<file path="src/rtl/uart_tx_stimulus_gen_pkg.sv">
// Shared definitions for the UART loopback stimulus source and its checker model.
package uart_tb_pkg;

  typedef enum logic [2:0] {
    ST_IDLE    = 3'd0,
    ST_SEND    = 3'd1,
    ST_WAIT    = 3'd2,
    ST_GAP     = 3'd3,
    ST_DONE    = 3'd4,
    ST_TIMEOUT = 3'd5
  } state_t;

  // Feedback taps of x^8+x^6+x^5+x^4+1 for a left-shifting Fibonacci LFSR: bits 7,5,4,3.
  localparam logic [7:0] LFSR_TAPS = 8'hB8;

  function automatic logic [7:0] lfsr8_next(input logic [7:0] d);
    return {d[6:0], ^(d & LFSR_TAPS)};
  endfunction

endpackage

</file>
<file path="src/rtl/uart_tx_stimulus_gen.sv">
// Byte stimulus source for the UART loopback setup: issues LFSR bytes to the TX
// core, paced by TX/RX completion handshakes, with an inter-byte gap and timeout.
module uart_tx_stimulus_gen
  import uart_tb_pkg::*;
#(
  parameter int unsigned NUM_BYTES      = 16,
  parameter logic [7:0]  LFSR_SEED      = 8'hA5,
  parameter int unsigned GAP_CYCLES     = 32,
  parameter int unsigned TIMEOUT_CYCLES = 20000
) (
  input  logic        i_clk,
  input  logic        i_reset,
  input  logic        i_start,
  input  logic        i_tx_done,
  input  logic        i_rx_done,
  output logic        o_tx_start,
  output logic [7:0]  o_tx_data,
  output logic        o_busy,
  output logic        o_done,
  output logic        o_timeout,
  output logic [15:0] o_sent_count
);

  localparam int unsigned CW = $clog2(NUM_BYTES + 1);
  localparam int unsigned GW = (GAP_CYCLES > 0) ? $clog2(GAP_CYCLES + 1) : 1;
  localparam int unsigned TW = $clog2(TIMEOUT_CYCLES + 1);

  localparam logic [7:0]    SEED_EFF = (LFSR_SEED == 8'h00) ? 8'h01 : LFSR_SEED;
  localparam logic [CW-1:0] CNT_LAST = CW'(NUM_BYTES - 1);
  localparam logic [GW-1:0] GAP_LAST = (GAP_CYCLES > 0) ? GW'(GAP_CYCLES - 1) : '0;
  localparam logic [TW-1:0] TO_LAST  = TW'(TIMEOUT_CYCLES - 1);

  state_t          r_state;
  logic [7:0]      r_lfsr;
  logic [7:0]      r_tx_data;
  logic [CW-1:0]   r_cnt;
  logic [GW-1:0]   r_gap_cnt;
  logic [TW-1:0]   r_to_cnt;
  logic            r_tx_flag;
  logic            r_rx_flag;

  state_t          w_state_nxt;
  logic [7:0]      w_lfsr_nxt;
  logic [CW-1:0]   w_cnt_nxt;
  logic [GW-1:0]   w_gap_nxt;
  logic [TW-1:0]   w_to_nxt;
  logic            w_tx_flag_nxt;
  logic            w_rx_flag_nxt;
  logic            w_tx_seen;
  logic            w_rx_seen;
  logic            w_complete;

  // Next-state, counter and LFSR decisions for the run sequencer.
  always_comb begin
    w_state_nxt   = r_state;
    w_lfsr_nxt    = r_lfsr;
    w_cnt_nxt     = r_cnt;
    w_gap_nxt     = r_gap_cnt;
    w_to_nxt      = r_to_cnt;
    w_tx_flag_nxt = r_tx_flag;
    w_rx_flag_nxt = r_rx_flag;
    // A handshake pulse counts in the very cycle it arrives.
    w_tx_seen     = r_tx_flag | i_tx_done;
    w_rx_seen     = r_rx_flag | i_rx_done;
    w_complete    = (r_state == ST_WAIT) && w_tx_seen && w_rx_seen;

    case (r_state)
      ST_IDLE, ST_DONE, ST_TIMEOUT: begin
        if (i_start) begin
          w_state_nxt = ST_SEND;
          w_cnt_nxt   = '0;
          w_lfsr_nxt  = SEED_EFF;
        end
      end
      ST_SEND: begin
        w_state_nxt   = ST_WAIT;
        w_tx_flag_nxt = 1'b0;
        w_rx_flag_nxt = 1'b0;
        w_to_nxt      = '0;
      end
      ST_WAIT: begin
        w_tx_flag_nxt = w_tx_seen;
        w_rx_flag_nxt = w_rx_seen;
        // Completion is tested before timeout so it wins a same-cycle tie.
        if (w_complete) begin
          w_cnt_nxt  = r_cnt + 1'b1;
          w_lfsr_nxt = lfsr8_next(r_lfsr);
          if (r_cnt == CNT_LAST) begin
            w_state_nxt = ST_DONE;
          end else if (GAP_CYCLES == 0) begin
            w_state_nxt = ST_SEND;
          end else begin
            w_state_nxt = ST_GAP;
            w_gap_nxt   = '0;
          end
        end else if (r_to_cnt == TO_LAST) begin
          w_state_nxt = ST_TIMEOUT;
        end else begin
          w_to_nxt = r_to_cnt + 1'b1;
        end
      end
      ST_GAP: begin
        if (r_gap_cnt == GAP_LAST) begin
          w_state_nxt = ST_SEND;
        end else begin
          w_gap_nxt = r_gap_cnt + 1'b1;
        end
      end
      default: begin
        w_state_nxt = ST_IDLE;
      end
    endcase
  end

  // State and datapath registers; reset aborts any run in progress.
  always_ff @(posedge i_clk) begin
    if (i_reset) begin
      r_state   <= ST_IDLE;
      r_lfsr    <= SEED_EFF;
      r_tx_data <= '0;
      r_cnt     <= '0;
      r_gap_cnt <= '0;
      r_to_cnt  <= '0;
      r_tx_flag <= 1'b0;
      r_rx_flag <= 1'b0;
    end else begin
      r_state   <= w_state_nxt;
      r_lfsr    <= w_lfsr_nxt;
      r_cnt     <= w_cnt_nxt;
      r_gap_cnt <= w_gap_nxt;
      r_to_cnt  <= w_to_nxt;
      r_tx_flag <= w_tx_flag_nxt;
      r_rx_flag <= w_rx_flag_nxt;
      // Capture the byte on entry to SEND so it is valid during the start pulse
      // and stays put until the next one.
      if (w_state_nxt == ST_SEND) begin
        r_tx_data <= w_lfsr_nxt;
      end
    end
  end

  assign o_tx_start   = (r_state == ST_SEND);
  assign o_tx_data    = r_tx_data;
  assign o_busy       = (r_state == ST_SEND) || (r_state == ST_WAIT) || (r_state == ST_GAP);
  assign o_done       = (r_state == ST_DONE);
  assign o_timeout    = (r_state == ST_TIMEOUT);
  assign o_sent_count = 16'(r_cnt);

endmodule

</file>
<file path="config.mk">
export PLATFORM = sky130hd
export DESIGN_NAME = uart_tx_stimulus_gen
export DESIGN_NICKNAME = d
export VERILOG_FILES = /design/src/rtl/uart_tx_stimulus_gen_pkg.sv /design/src/rtl/uart_tx_stimulus_gen.sv
export SDC_FILE = /design/constraint.sdc
export NUM_CORES = 1
export LEC_CHECK = 0
export CORE_ASPECT_RATIO = 0.75
export CORE_MARGIN = 2
export CORE_UTILIZATION = 30
export CTS_CLUSTER_DIAMETER = 30
export DETAILED_ROUTE_END_ITERATION = 16
export SLEW_MARGIN = 30
export SYNTH_ARGS = -nofsm -noshare
export SYNTH_HDL_FRONTEND = slang
export SYNTH_SLANG_ARGS = --single-unit
</file>
<file path="constraint.sdc">
create_clock -name i_clk -period 4.87 [get_ports i_clk]
set_clock_uncertainty 0.2 [all_clocks]
set_input_delay 0.974 -clock i_clk [delete_from_list [all_inputs] [get_ports i_clk]]
set_output_delay 0.974 -clock i_clk [all_outputs]
set_load 0.01 [all_outputs]
</file>
==> flow_summary.html <==
<table>
<tr><th>Metric</th><th>Value</th></tr>
<tr><th colspan="2">Timing</th></tr>
<tr><td>Max Fclk</td><td>322 MHz</td></tr>
<tr><td>Setup TNS</td><td>0 ns</td></tr>
<tr><td>Hold violation count in the final report</td><td>0</td></tr>
<tr><td>Final number of max-transition violations</td><td>0</td></tr>
<tr><td>Tcrit/Tclk final</td><td>63.8%</td></tr>
<tr><td>Transition time at the pin with the least slew margin</td><td>0.863 ns</td></tr>
<tr><td>Worst rel slew slack</td><td>42.2%</td></tr>
<tr><td>Time the final worst path needs with I/O delays and setup</td><td>3.11 ns</td></tr>
<tr><td>Unrepaired setup endpoints after global routing</td><td>false</td></tr>
<tr><td>Final setup vio count</td><td>0</td></tr>
<tr><th colspan="2">Floorplan</th></tr>
<tr><td>Starting density of the core</td><td>30.9%</td></tr>
<tr><td>Die Footprint</td><td>8230 sq um</td></tr>
<tr><td>Die Span X</td><td>104 microns</td></tr>
<tr><td>Area of the core</td><td>7300 sq um</td></tr>
<tr><td>Number of top-level pins</td><td>33</td></tr>
<tr><td>Standard-cell rows</td><td>27</td></tr>
<tr><td>Vertical die dimension</td><td>79.1 microns</td></tr>
<tr><th colspan="2">Clocking</th></tr>
<tr><td>Number of buffers added to fix hold violations after cts</td><td>0</td></tr>
<tr><td>Clock-pin transition on the worst setup and hold timing paths</td><td>0.10 ns</td></tr>
<tr><td>Max Root-Sink Buffers</td><td>2</td></tr>
<tr><td>Latest clock arrival within the worst-skew pair</td><td>0.30 ns</td></tr>
<tr><td>Total number of clock tree sinks</td><td>47</td></tr>
<tr><td>Number of cells upsized or downsized after cts</td><td>0</td></tr>
<tr><td>Library cell used as clock root buffer</td><td>clkbuf_8</td></tr>
<tr><td>Clock tree from TritonCTS</td><td>built</td></tr>
<tr><td>Number of buffers created by CTS</td><td>5</td></tr>
<tr><td>Max H-tree Level</td><td>2</td></tr>
<tr><td>Post-CTS repair timing setup buffer count</td><td>0</td></tr>
<tr><th colspan="2">Logic synthesis</th></tr>
<tr><td>Compound-gate portion of the synthesized area</td><td>15.4%</td></tr>
<tr><td>Register area share after synthesis</td><td>41.8%</td></tr>
<tr><td>Cell accounting for the most synthesized area</td><td>dfxtp_1</td></tr>
<tr><td>Proportion of synthesized area in mux cells</td><td>2.78%</td></tr>
<tr><td>Simple-gate portion of the synthesized area</td><td>25.2%</td></tr>
<tr><td>Top post-synthesis cells by area</td><td>dfxtp_1, nor2_1, buf_4</td></tr>
<tr><td>Area share of xor/xnor cells in the synthesized design</td><td>5.83%</td></tr>
<tr><td>Combinational family with the most area after synthesis</td><td>simple AND/OR/NAND/NOR gates</td></tr>
<tr><td>Synthesized instance count</td><td>257</td></tr>
<tr><td>Number of distinct standard cells referenced by the synthesized netlist</td><td>46</td></tr>
<tr><td>Yosys top cell area share</td><td>41.8%</td></tr>
<tr><td>Synthesized area per cell</td><td>8.77 sq um</td></tr>
<tr><td>Adder-Cell Fraction of Synth Area</td><td>2.22%</td></tr>
<tr><td>Cell Area, Synth</td><td>2250 sq um</td></tr>
<tr><td>Asr flop ratio synth</td><td>0%</td></tr>
<tr><td>Register bit total from synthesis</td><td>47</td></tr>
<tr><td>Dominant synthesized flop cell</td><td>dfxtp_1</td></tr>
<tr><td>Total number of yosys warnings</td><td>0</td></tr>
<tr><td>Post-synth EDFFs</td><td>0</td></tr>
<tr><th colspan="2">Worst setup path</th></tr>
<tr><td>Depth of the worst register-to-register path</td><td>5</td></tr>
<tr><td>Arr. time, crit path</td><td>1.93 ns</td></tr>
<tr><td>Maximum cell stage delay along the critical path</td><td>0.54 ns</td></tr>
<tr><td>Critical path data required time</td><td>3.70 ns</td></tr>
<tr><td>Reg-to-reg setup timing slack</td><td>2.17 ns</td></tr>
<tr><td>Type of the worst setup path</td><td>flip-flop to primary output</td></tr>
<tr><td>Cell family with most CP delay</td><td>buffers and inverters</td></tr>
<tr><td>Critical Path End</td><td>o_tx_start</td></tr>
<tr><td>Worst path depth</td><td>3</td></tr>
<tr><td>Category of the worst setup path capture point</td><td>primary output</td></tr>
<tr><td>Crit path buf inv count</td><td>2</td></tr>
<tr><td>R2R Path End</td><td>r_to_cnt[1]$_SDFFE_PP0P_</td></tr>
<tr><td>Startpoint types</td><td>flip-flop</td></tr>
<tr><td>Slowest stage cell on the critical path</td><td>clkdlybuf4s50_1</td></tr>
<tr><td>Maximum net fanout on the critical path</td><td>10</td></tr>
<tr><td>Critical Path Source</td><td>r_state[0]$_SDFF_PP0_</td></tr>
<tr><td>Start of the worst register-to-register path</td><td>r_state[1]$_SDFF_PP0_</td></tr>
<tr><td>Cell Chain, Critical Path</td><td>or3b_4 -&gt; inv_1 -&gt; clkdlybuf4s50_1</td></tr>
<tr><th colspan="2">GRT</th></tr>
<tr><td>Antenna violations before repair</td><td>0</td></tr>
<tr><td>Total congestion overflow</td><td>0</td></tr>
<tr><td>Via count of the first global-routing pass</td><td>1653</td></tr>
<tr><td>Met3 usage in global routing</td><td>3.04%</td></tr>
<tr><td>Global-route met1 utilization</td><td>16.6%</td></tr>
<tr><td>Wire length of the first global-routing pass</td><td>7820 microns</td></tr>
<tr><td>Top Usage Layer GRT</td><td>met2</td></tr>
<tr><td>Total routing resource utilization after global routing</td><td>11.6%</td></tr>
<tr><td>Routing usage on met2</td><td>17.2%</td></tr>
<tr><td>Largest net degree at the start of global routing</td><td>26</td></tr>
<tr><th colspan="2">Min path</th></tr>
<tr><td>Path category of the worst min-delay check</td><td>flip-flop to flip-flop</td></tr>
<tr><td>Worst hold path stage count</td><td>2</td></tr>
<tr><th colspan="2">Cells and area</th></tr>
<tr><td>Post-route non-filler standard cell count</td><td>377</td></tr>
<tr><td>Ant diodes</td><td>0</td></tr>
<tr><td>Fraction of layout cells with a size suffix above 1</td><td>6.16%</td></tr>
<tr><td>Area Overhead vs Synth</td><td>16.8%</td></tr>
<tr><td>Layout net count</td><td>284</td></tr>
<tr><td>Final core occ</td><td>36.1%</td></tr>
<tr><td>Number of fillers in the final layout</td><td>764</td></tr>
<tr><th colspan="2">Power</th></tr>
<tr><td>Worst-case vdd ir drop</td><td>99.6 uV</td></tr>
<tr><td>Static leakage</td><td>0.952 nW</td></tr>
<tr><td>Power Dens Cells</td><td>303 nW/um^2</td></tr>
<tr><th colspan="2">Routing</th></tr>
<tr><td>Residual antenna-violating net count after detailed routing</td><td>0</td></tr>
<tr><td>First drt pass iteration count</td><td>4</td></tr>
<tr><td>DR WL/cell</td><td>12.0 microns</td></tr>
<tr><td>Count of routing violations after the opening detailed-route iteration</td><td>133</td></tr>
<tr><td>Via density per instance</td><td>4.71</td></tr>
<tr><td>Remaining design rule violation count</td><td>0</td></tr>
<tr><td>Number of vias after detailed routing</td><td>1775</td></tr>
<tr><td>Total detailed-routing wirelength</td><td>4540 microns</td></tr>
<tr><th colspan="2">Outcome</th></tr>
<tr><td>Status</td><td>complete, no violations</td></tr>
<tr><th colspan="2">Job</th></tr>
<tr><td>Max-cap violations</td><td>0</td></tr>
<tr><th colspan="2">Placement</th></tr>
<tr><td>Port Buf Inserts</td><td>21</td></tr>
<tr><td>Placed Instances</td><td>369</td></tr>
<tr><td>Half-perimeter wire length after detailed placement</td><td>3240 microns</td></tr>
<tr><td>Final GP Congestion</td><td>0.781</td></tr>
</table>
## power breakdown
| part | internal, W | switching [W] | leakage (nW) |
|---|---|---|---|
| registers | 0.000394 | 0.0000104 | 0.381 |
| logic | 0.0000401 | 0.0000573 | 0.513 |
| clock network | 0.000156 | 0.000138 | 0.0587 |
| total | 0.000590 | 0.000206 | 0.952 |
## worst min path at each step
| stage | startpoint | end |
|---|---|---|
| floorplan | r_lfsr[0]$_SDFF_PP1_ | r_lfsr[1]$_SDFF_PP0_ |
| global placement | r_to_cnt[14]$_SDFFE_PP0P_ | r_to_cnt[14]$_SDFFE_PP0P_ |
| detailed placement | r_to_cnt[14]$_SDFFE_PP0P_ | r_to_cnt[14]$_SDFFE_PP0P_ |
| CTS | r_to_cnt[14]$_SDFFE_PP0P_ | r_to_cnt[14]$_SDFFE_PP0P_ |
| global route | r_to_cnt[14]$_SDFFE_PP0P_ | r_to_cnt[14]$_SDFFE_PP0P_ |
| finish | r_lfsr[0]$_SDFF_PP1_ | r_lfsr[1]$_SDFF_PP0_ |
## registers in the layout, indices dropped and copies added, names as in the netlist
name / flops
o_tx_data: 8
r_cnt: 5
r_gap_cnt: 6
r_lfsr: 8
r_rx_flag: 1
r_state: 3
r_to_cnt: 15
r_tx_flag: 1
## layer usage
metal / vias to the layer above / wire length, microns / part of all wire, %
li1: 929 / - / -
met4: 0 / 29 / 0.64
met5: - / 0 / 0
met2: 29 / 1790 / 39
met3: 4 / 120 / 2.6
met1: 813 / 2600 / 57
## placed cells by master, fill, tap and decap left out, types with 5 or more instances in the layout
cell / Yosys / final
dfxtp_1: 47 / 47
nor2_1: 29 / 29
clkdlybuf4s50_1: 0 / 21
nand2_1: 18 / 18
a21oi_1: 15 / 15
nand3_1: 11 / 11
conb_1: 1 / 11
o21ai_0: 8 / 8
xnor2_1: 8 / 8
xor2_1: 7 / 7
or3_1: 6 / 6
inv_1: 5 / 5
nand4_1: 5 / 5
or4_1: 5 / 5
nor3b_1: 5 / 5
clkbuf_8: 0 / 5
## cell usage after synthesis (all sizes together), types with 2 or more instances
cell and n:
dfxtp 47, nor2 29, nand2 18, a21oi 15, buf 15, nand3 11, o21ai 10, xnor2 8
clkbuf 7, xor2 7, nor3b 6, or3 6, inv 5, mux2i 5, nand4 5, o211ai 5
or4 5, a21o 4, a311oi 4, and3 4, ha 4, nand2b 4, nand3b 4, nor3 4
a211oi 3, o31ai 3, and2 2, and4 2, nor4b 2, o22ai 2, or3b 2
## area by class of cell
| cell class | count | area (sq um) | share of cell area [%] |
|---|---|---|---|
| multi-input cells | 193 | 1200 | 45.7 |
| flip-flops and latches | 47 | 941 | 35.8 |
| repair buffers | 23 | 225 | 8.56 |
| well taps | 101 | 126 | 4.80 |
| clock buffers | 5 | 68.8 | 2.62 |
| clock inverters | 3 | 47.5 | 1.81 |
| inverters | 5 | 18.8 | 0.713 |
## worst reg2reg max path, delay by kind of cell, from the launching register on
kind / cells / cell delay, ns
AO/OA/AOI/OAI: 1 / 0.67
multiplexers: 1 / 0.26
AND/OR/NAND/NOR: 3 / 0.92
flip-flops: 1 / 0.54
## cells by family (layout without fill, tap and decap cells)
logic type      after synthesis  in the layout
other cells                   1             11
xor+xnor                     15             15
simple gates                106            106
buf+inv                      27             36
flops                        47             47
compound gates               52             52
mux                           5              5
fa+ha+maj                     4              4
## stage by stage
stage	instance area [sq um]	hold slack, ns	setup slack, ns	power [W]
global route	2630	0.320	1.65	0.000839
floorplan	2290	0.243	2.41	0.000486
finish	2630	0.295	1.76	0.000796
detailed placement	2510	0.274	1.73	0.000512
CTS	2630	0.289	1.75	0.000808
global placement	2510	0.268	1.69	0.000510
Power figures use the tool's default switching activity.
